File: src/rtl/tetris_field_render.sv
// Tetris playfield pixel source: a 10x20 cell colour map rendered into a raster-ordered
// 24-bit RGB stream with a valid/ready handshake and credit-limited output buffering.
module tetris_field_render #(
  parameter int H_ACTIVE  = 1280,
  parameter int V_ACTIVE  = 720,
  parameter int FIELD_X   = 480,
  parameter int FIELD_Y   = 40,
  parameter int CELL_LOG2 = 5
) (
  input  logic        Clock,
  input  logic        Reset,
  input  logic        i_cell_wen,
  input  logic [4:0]  i_cell_row,
  input  logic [3:0]  i_cell_col,
  input  logic [2:0]  i_cell_color,
  input  logic        i_clear,
  output logic [23:0] Video,
  output logic        VideoValid,
  input  logic        VideoReady,
  output logic        o_sof,
  output logic        o_busy
);
  localparam int XW      = $clog2(H_ACTIVE);
  localparam int YW      = $clog2(V_ACTIVE);
  localparam int FIELD_W = 10 << CELL_LOG2;
  localparam int FIELD_H = 20 << CELL_LOG2;
  localparam int NCELLS  = 200;

  // Clear sweep and RAM write port
  logic       busy_q, busy_d;
  logic [7:0] clr_addr_q, clr_addr_d;
  logic       game_wr, ram_we;
  logic [7:0] game_addr, ram_waddr;
  logic [2:0] ram_wdata;

  always_comb begin
    // NOTE: every signal assigned in a combinational block gets a default first so no latch is inferred.
    busy_d     = busy_q;
    clr_addr_d = clr_addr_q;
    if (i_clear) begin
      busy_d     = 1'b1;
      clr_addr_d = 8'd0;
    end else if (busy_q) begin
      if (clr_addr_q == 8'(NCELLS - 1)) busy_d = 1'b0;
      clr_addr_d = clr_addr_q + 8'd1;
    end
  end

  assign game_addr = {3'b000, i_cell_row} * 8'd10 + {4'b0000, i_cell_col};
  assign game_wr   = i_cell_wen && !i_clear && !busy_q &&
                     (i_cell_row < 5'd20) && (i_cell_col < 4'd10);
  assign ram_we    = busy_q || game_wr;
  assign ram_waddr = busy_q ? clr_addr_q : game_addr;
  assign ram_wdata = busy_q ? 3'd0 : i_cell_color;

  // Raster counters, credit check and S0 decode
  logic          start_q;
  logic [XW-1:0] x_q, x_d, lx;
  logic [YW-1:0] y_q, y_d, ly;
  logic [1:0]    count_q;
  logic          s1_valid_q, pop, issue;
  logic [2:0]    credit_used;
  logic          s0_inside, s0_edge, s0_sof;
  logic [3:0]    s0_col;
  logic [4:0]    s0_row;
  logic [7:0]    rd_addr;

  assign pop         = VideoValid && VideoReady;
  // The slot freed by this cycle's pop is reusable now, which sustains 1 px/clk.
  assign credit_used = {1'b0, count_q} + {2'b00, s1_valid_q} - {2'b00, pop};
  assign issue       = start_q && (credit_used < 3'd2);

  assign lx        = x_q - XW'(FIELD_X);
  assign ly        = y_q - YW'(FIELD_Y);
  assign s0_inside = (int'(x_q) >= FIELD_X) && (int'(x_q) < FIELD_X + FIELD_W) &&
                     (int'(y_q) >= FIELD_Y) && (int'(y_q) < FIELD_Y + FIELD_H);
  assign s0_edge   = (lx[CELL_LOG2-1:0] == '0) || (ly[CELL_LOG2-1:0] == '0);
  assign s0_col    = 4'(lx >> CELL_LOG2);
  assign s0_row    = 5'(ly >> CELL_LOG2);
  assign s0_sof    = (x_q == '0) && (y_q == '0);
  assign rd_addr   = s0_inside ? ({3'b000, s0_row} * 8'd10 + {4'b0000, s0_col}) : 8'd0;

  always_comb begin
    x_d = x_q;
    y_d = y_q;
    if (issue) begin
      if (x_q == XW'(H_ACTIVE - 1)) begin
        x_d = '0;
        y_d = (y_q == YW'(V_ACTIVE - 1)) ? '0 : y_q + 1'b1;
      end else begin
        x_d = x_q + 1'b1;
      end
    end
  end

  // Cell RAM: read-first, synchronous read forms the S1 data register
  logic [2:0] cell_mem [NCELLS];
  logic [2:0] rd_q;

  // NOTE: the cell array is deliberately not reset so it maps onto a RAM; i_clear initialises it.
  always_ff @(posedge Clock) begin
    if (ram_we) cell_mem[ram_waddr] <= ram_wdata;
    if (issue)  rd_q <= cell_mem[rd_addr];
  end

  // S1 flags, S2 palette, 2-entry output FIFO
  logic        s1_inside_q, s1_edge_q, s1_sof_q;
  logic [23:0] pix_rgb;
  logic [24:0] fifo_q [2];
  logic        wr_ptr_q, rd_ptr_q;

  always_comb begin
    pix_rgb = 24'h202020;
    if (s1_inside_q) begin
      if (s1_edge_q) begin
        pix_rgb = 24'h404040;
      end else begin
        case (rd_q)
          3'd1:    pix_rgb = 24'h00FFFF;
          3'd2:    pix_rgb = 24'hFFFF00;
          3'd3:    pix_rgb = 24'h800080;
          3'd4:    pix_rgb = 24'h00FF00;
          3'd5:    pix_rgb = 24'hFF0000;
          3'd6:    pix_rgb = 24'h0000FF;
          3'd7:    pix_rgb = 24'hFFA500;
          default: pix_rgb = 24'h000000;
        endcase
      end
    end
  end

  // NOTE: sequential state uses non-blocking assignments so all registers update together.
  always_ff @(posedge Clock or posedge Reset) begin
    if (Reset) begin
      busy_q      <= 1'b0;
      clr_addr_q  <= 8'd0;
      start_q     <= 1'b0;
      x_q         <= '0;
      y_q         <= '0;
      s1_valid_q  <= 1'b0;
      s1_inside_q <= 1'b0;
      s1_edge_q   <= 1'b0;
      s1_sof_q    <= 1'b0;
      fifo_q[0]   <= '0;
      fifo_q[1]   <= '0;
      wr_ptr_q    <= 1'b0;
      rd_ptr_q    <= 1'b0;
      count_q     <= 2'd0;
    end else begin
      busy_q     <= busy_d;
      clr_addr_q <= clr_addr_d;
      start_q    <= 1'b1;
      x_q        <= x_d;
      y_q        <= y_d;
      s1_valid_q <= issue;
      if (issue) begin
        s1_inside_q <= s0_inside;
        s1_edge_q   <= s0_edge;
        s1_sof_q    <= s0_sof;
      end
      if (s1_valid_q) fifo_q[wr_ptr_q] <= {s1_sof_q, pix_rgb};
      wr_ptr_q <= wr_ptr_q ^ s1_valid_q;
      rd_ptr_q <= rd_ptr_q ^ pop;
      count_q  <= count_q + {1'b0, s1_valid_q} - {1'b0, pop};
    end
  end

  assign VideoValid = (count_q != 2'd0);
  assign Video      = fifo_q[rd_ptr_q][23:0];
  assign o_sof      = VideoValid && fifo_q[rd_ptr_q][24];
  assign o_busy     = busy_q;
endmodule

File: config.mk
export PLATFORM = sky130hd
export DESIGN_NAME = tetris_field_render
export DESIGN_NICKNAME = d
export VERILOG_FILES = /design/src/rtl/tetris_field_render.sv
export SDC_FILE = /design/constraint.sdc
export NUM_CORES = 1
export LEC_CHECK = 0
export CAP_MARGIN = 20
export CELL_PAD_IN_SITES_DETAIL_PLACEMENT = 1
export CELL_PAD_IN_SITES_GLOBAL_PLACEMENT = 1
export CORE_UTILIZATION = 55
export CTS_CLUSTER_SIZE = 8
export DETAILED_ROUTE_END_ITERATION = 16
export GPL_ROUTABILITY_DRIVEN = 0
export PLACE_DENSITY = 0.95
export SLEW_MARGIN = 20
export SYNTH_ARGS = -nofsm -noshare
export SYNTH_HDL_FRONTEND = slang
export SYNTH_SLANG_ARGS = --single-unit
File: constraint.sdc
create_clock -name Clock -period 19.65 [get_ports Clock]
set_clock_uncertainty 0.15 [all_clocks]
set_input_delay 2.9475 -clock Clock [delete_from_list [all_inputs] [get_ports Clock]]
set_output_delay 2.9475 -clock Clock [all_outputs]
set_load 0.01 [all_outputs]
# --- Yosys cells after proc, flatten, opt, wreduce, memory -nomap -nowiden ---
# Memories as Yosys holds them, arrays and structs flattened. A register that Yosys moved wholly into a read port is not among the register bits.
# Cells that the tools add are included.
word_totals:
  regBits: 89
  ram_bits: 600
  in_bits: 17
  out_inout_bits: 27
  wordCells: 96
  n_memories: 1
memory_table:
  columns: ["name", "depth", "width", "rd", "rd_clocked_by_memory_dff", "wr", "line", "text"]
  rows:
  - ["cell_mem", 200, 3, 1, 1, 1, "97", "logic [2:0] cell_mem [NCELLS];"]
classes:
  add_sub_neg: 11
  multipliers: 2
  magnitude_cmp: 10
  eq_ne: 10
  mux: 21
  bitwise_logic: 4
  n_reduce_logical: 23
ops:
  columns: ["cell", "count"]
  rows:
  - ["24-bit case mux with 7 select lines", 1]
  - ["25-bit 2-to-1 mux", 4]
  - ["50-bit bitwise mux", 1]
  - ["24-bit 2-to-1 mux", 2]
  - ["8-bit 2-to-1 mux", 4]
  - ["25-bit demux with 1-bit select", 1]
  - ["8-bit by 4-bit adder with 8-bit output", 2]
  - ["5-bit by 3-bit multiplier with 7-bit output (second input constant)", 2]
  - ["3-bit equality test (second input constant)", 4]
  - ["1-bit logical AND", 12]
  - ["11-bit by 1-bit adder with 11-bit output (second input constant)", 1]
  - ["11-bit equality test (second input constant)", 1]
  - ["11-bit by 9-bit >= comparator with 1-bit output (second input constant)", 1]
  - ["11-bit logical NOT", 1]
  - ["11-bit by 10-bit < comparator with 1-bit output (second input constant)", 1]
  - ["11-bit 2-to-1 mux", 1]
  - ["10-bit by 1-bit adder with 10-bit output (second input constant)", 1]
  - ["10-bit equality test (second input constant)", 1]
  - ["10-bit by 6-bit >= comparator with 1-bit output (second input constant)", 1]
  - ["10-bit logical NOT", 1]
  - ["5-bit logical NOT", 2]
  - ["10-bit < comparator (second input constant)", 1]
  - ["10-bit 2-to-1 mux", 1]
  - ["10-bit by 6-bit subtractor with 10-bit output (second input constant)", 1]
  - ["22 further kinds", 33]

# --- Logic depth before layout (Yosys ltp) ---
logic_depth:
  depth_word: 8
  ltp_mapped: 19

# --- Least setup slack after synthesis ---
# Ideal clock, no wire load.
synth_path:
  path_type: "input port to flip-flop"
  start: "input port i_cell_color[0]"
  end: "memory cell_mem[0][0] (data pin)"
  arrival_time_ns: 7.766
  required_ns: 18.326
  setup_slack_ns: 10.560
  cell_stages: 1
  n_path_buf: 0
  path_cell_list: "nor2b_1"
synth_via:
  elab_chain_len: 1
synth_lines:
  columns: ["item", "line", "text"]
  rows:
  - ["start, declared", "15", "input logic [2:0] i_cell_color,"]
  - ["3-bit 2-to-1 mux", "54", "assign ram_wdata = busy_q ? 3'd0 : i_cell_color;"]
  - ["end, declared", "97", null]
# No other way between the ends.

# --- Final worst setup path ---
layout_path:
  start: "input port i_cell_row[3]"
  end: "memory cell_mem[21][0] (enable)"
layout_via:
  elab_chain_len: 6
  word_cells_on_any_way: 9
layout_lines:
  columns: ["item", "line", "text"]
  rows:
  - ["start, declared", "13", "input logic [4:0] i_cell_row,"]
  - ["branches (longest 6 deep; another with 8-bit by 4-bit adder with 8-bit output)", null, null]
# Several ways; the timed one is not identified.

==> metrics.md <==
| Metric | Value |
|---|---|
| Status | finished clean |
| HPWL Detailed | 56.1 mm |
| CTS tree | done |
| Largest family of logic cells by synthesized area | simple AND/OR/NAND/NOR gates |
| Synth Instances | 2192 |
| RSZ-0062 raised after global routing | false |
| P_int | 0.00248 W |
| Total CTS buffers | 93 |
| Fin. Hold Viols | 0 |
| R2R Path Start | x_q[5] |
| Fin crit share | 38.1% |
| # DRC | 0 |
| Cell Pwr Density | 98.6 nW/um2 |
| Layout cells sized above 1 | 11.8% |
| Setup_tns | 0 ps |
| All-Layer GR Usage | 38.6% |
| Root buffer cell | clkbuf_16 |
| Delay-heaviest family, CP | simple AND/OR/NAND/NOR gates |
| Fin crit period | 7480 ps |
| Worst Tran Pin Value | 1300 ps |
| Detailed Routing Iterations Pass 1 | 6 |
| Reg2reg setup slack | 12860 ps |
| EDFF count, synth | 603 |
| Slew Limit Fails | 0 |
| DIE WIDTH | 232 um |
| Post-CTS Resized | 0 |
| Clock latency on the worst-skew pair | 660 ps |
| Area Overhead vs Synth | 12.3% |
| Peak Freq | 134 MHz |
| RR Endpoint | rd_q[2] |
| Worst Path Required | 19800 ps |
| Wirelength per Cell | 34.9 um |
| Vias in the first global route | 22.6k |
| Syn Nets | 2246 |
| Synth Area in Compound Gates | 7.96% |
| Endpoints failing setup | 0 |
| Post-synthesis simple-gate area fraction | 10.5% |
| End of the critical path | cell_mem[21][0] |
| Core ar. | 51800 um2 |
| Hold_buf cts | 0 |
| Worst Path Arrival | 7630 ps |
| Share of total power in sequential cells | 49.1% |
| Buf/Inv on CP | 1 |
| YS warnings | 0 |
| WS Path Type | input pin to flop |
| Static Leak | 11.2 nW |
| # clock sinks | 668 |
| Fin nets | 2273 |
| Post-synthesis mux area share | 7.83% |
| Slew headroom | 13.1% |
| Mean area per synthesized cell | 13.3 um2 |
| Seq/Total Area, Yosys | 67.8% |
| Distinct cells, synth | 78 |
| Switch Pwr | 0.000743 W |
| Crit path largest cell delay | 790 ps |
| R2r worst-path depth | 15 |
| Crit path launch | i_cell_row[3] |
| IO Port Bufs | 43 |
| Cell Chain, Critical Path | clkdlybuf4s50_1 -> ha_1 -> ha_1 -> fa_1 -> xor2_1 -> nand3_1 -> xnor2_1 -> xnor2_1 -> mux2_2 -> nor2_1 -> nand2_1 -> nor2_1 |
| Num rows | 83 |
| Max Cap Viol | 0 |
| Sw Share | 23.0% |
| Critical Path Source Type | input pin |
| Vias after detailed routing | 21.1k |
| Ys flop type | edfxtp_1 |
| First-pass GRT wire length | 149 mm |
| Detail Route Antenna Nets | 0 |
| #FFs+latches synth | 668 |
| Die span in y | 232 um |
| Worst-path maximum fanout | 16 |
| Initial DRC Count | 3205 |
| Initial core utilization | 56.2% |
| Ports | 44 |
| Pin count of the biggest net entering global routing | 114 |
| Tot Pwr | 0.00322 W |
| GRT overflow | 0 |
| Adder-cell share of the synthesized area | 1.72% |
| VDD IR-drop max | 94.1 uV |
| Hold/Removal Path Class | flop to flop |
| Die area | 53800 um2 |
| Post-DR vias/cell | 7.17 |
| Ys async rst share | 9.73% |
| Drt total wl | 103 mm |
| Synth Area in XOR/XNOR | 1.38% |
| Setup crit end kind | flop |
| Combinational Power Share | 4.5% |
| Clock slew at reported path FFs | 50 ps |
| CP max-delay cell | nor2_1 |
| Post-CTS Setup Repair Bufs | 0 |
| Min Hold Slack | 355 ps |
| Clock Power Share | 46.4% |
| Clock Path Buffers | 3 |
| H-tree levels | 3 |
| Worst path depth | 12 |
| Synth Cell Area | 29100 um2 |
| Initial antenna violation count | 5 |
## power by group through the flow
stage          registers (W)   logic, W  clock network (W)
2_1_floorplan        0.00160  0.0000994                  0
3_3_place_gp         0.00161   0.000128                  0
3_5_place_dp         0.00161   0.000138                  0
4_1_cts              0.00158   0.000143            0.00149
5_1_grt              0.00159   0.000155            0.00153
6_report             0.00158   0.000144            0.00150
## stage by stage
| stage | std cells | cell area, um2 | setup WS, ps | util (%) |
|---|---|---|---|---|
| 2_1_floorplan | 2192 | 29100 | 10560 | - |
| 3_3_place_gp | 2801 | 30000 | 12070 | 58.0 |
| 3_5_place_dp | 2803 | 30100 | 11750 | 58.0 |
| 4_1_cts | 2938 | 32700 | 12330 | 63.0 |
| 5_1_grt | 2939 | 32700 | 11880 | 63.1 |
| 6_report | 2942 | 32700 | 12170 | 63.1 |
## sequential cells by signal, summed over array words and instances (netlist names), 2 cells and up
name,count
clr_addr_q,8
x_q,11
y_q,10
rd_q,3
fifo_q,26
count_q,2
cell_mem,600
## cell usage after synthesis (6+ instances only)
cell type,count,share of area (%)
buf_1,12,0.15
mux2i_1,86,3.0
o31ai_1,6,0.15
nor4_1,12,0.26
a31oi_1,14,0.30
a21o_1,7,0.18
buf_4,16,0.41
a32oi_1,8,0.24
buf_2,34,0.58
a221oi_1,11,0.33
o211ai_1,11,0.28
and2_1,6,0.13
nand2_1,231,3.0
nand3_1,36,0.62
o22ai_1,43,0.92
o221ai_1,9,0.27
and3_1,8,0.17
mux4_2,20,1.5
o21a_1,7,0.18
nand2b_1,10,0.21
edfxtp_1,603,62
nor4b_1,6,0.18
nand4_1,17,0.37
or3_1,6,0.13
a211oi_1,9,0.23
o21ai_0,69,1.2
dfrtp_1,65,5.6
mux2_2,82,3.2
xor2_1,21,0.63
nor2_1,299,3.9
inv_1,33,0.43
nor2b_1,18,0.39
a21oi_1,115,2.0
nor3_1,25,0.43
ha_1,32,1.4
clkbuf_1,88,1.1
xnor2_1,25,0.75
## per-layer routing
metal | routed length, um | track usage, %
met1 | 33100 | 44.5
met2 | 47900 | 61.4
met3 | 13000 | 11.8
met4 | 8680 | 27.5
met5 | 45 | 0
## worst min path at each step
stage | start | cells after the start | endpoint | slack, ps
after floorplan | x_q[4] | 1 | x_q[4] | 310
after global placement | fifo_q[20] | 1 | fifo_q[20] | 330
after detailed placement | fifo_q[15] | 1 | fifo_q[15] | 340
after CTS | fifo_q[40] | 1 | fifo_q[40] | 360
after global routing | fifo_q[4] | 1 | fifo_q[4] | 380
final | fifo_q[15] | 1 | fifo_q[15] | 350
## cell usage in the layout (no fill, tap or decap), types with 7 or more instances in the layout
master / synthesis / layout
buf_4: 16 / 37
a21o_1: 7 / 7
o22ai_1: 43 / 43
nand2b_1: 10 / 10
a32oi_1: 8 / 8
xor2_1: 21 / 20
o221ai_1: 9 / 9
mux2i_1: 86 / 86
clkbuf_16: 0 / 94
xnor2_1: 25 / 25
a31oi_1: 14 / 14
mux2_2: 82 / 82
a221oi_1: 11 / 11
nand4_1: 17 / 17
clkdlybuf4s50_1: 0 / 43
nor2b_1: 18 / 15
mux4_2: 20 / 20
clkbuf_1: 88 / 34
o211ai_1: 11 / 11
inv_1: 33 / 32
edfxtp_1: 603 / 603
a21oi_1: 115 / 115
nand2_1: 231 / 227
dfrtp_1: 65 / 64
nor2_1: 299 / 298
nor3_1: 25 / 25
and3_1: 8 / 8
o21ai_0: 69 / 69
ha_1: 32 / 32
nand3_1: 36 / 36
o21a_1: 7 / 7
nor4_1: 12 / 11
a211oi_1: 9 / 9
## cell families after synthesis
family / Yosys count
buffers and inverters: 186
flip-flops: 668
adder cells (fa/ha/maj): 37
other: 1
multiplexers: 192
XOR/XNOR: 46
AND/OR/NAND/NOR: 699
AO/OA/AOI/OAI: 363
## layout make-up
| type | count | area, um2 |
|---|---|---|
| fillers | 4742 | 19100 |
| clock inverters | 7 | 104 |
| repair buffers | 85 | 776 |
| diodes | 3 | 7.51 |
| multi-input cells | 1338 | 8610 |
| flip-flops and latches | 668 | 19700 |
| well taps | 680 | 851 |
| clock buffers | 128 | 2480 |
| inverters | 33 | 124 |
Power figures use the tool's default switching activity.
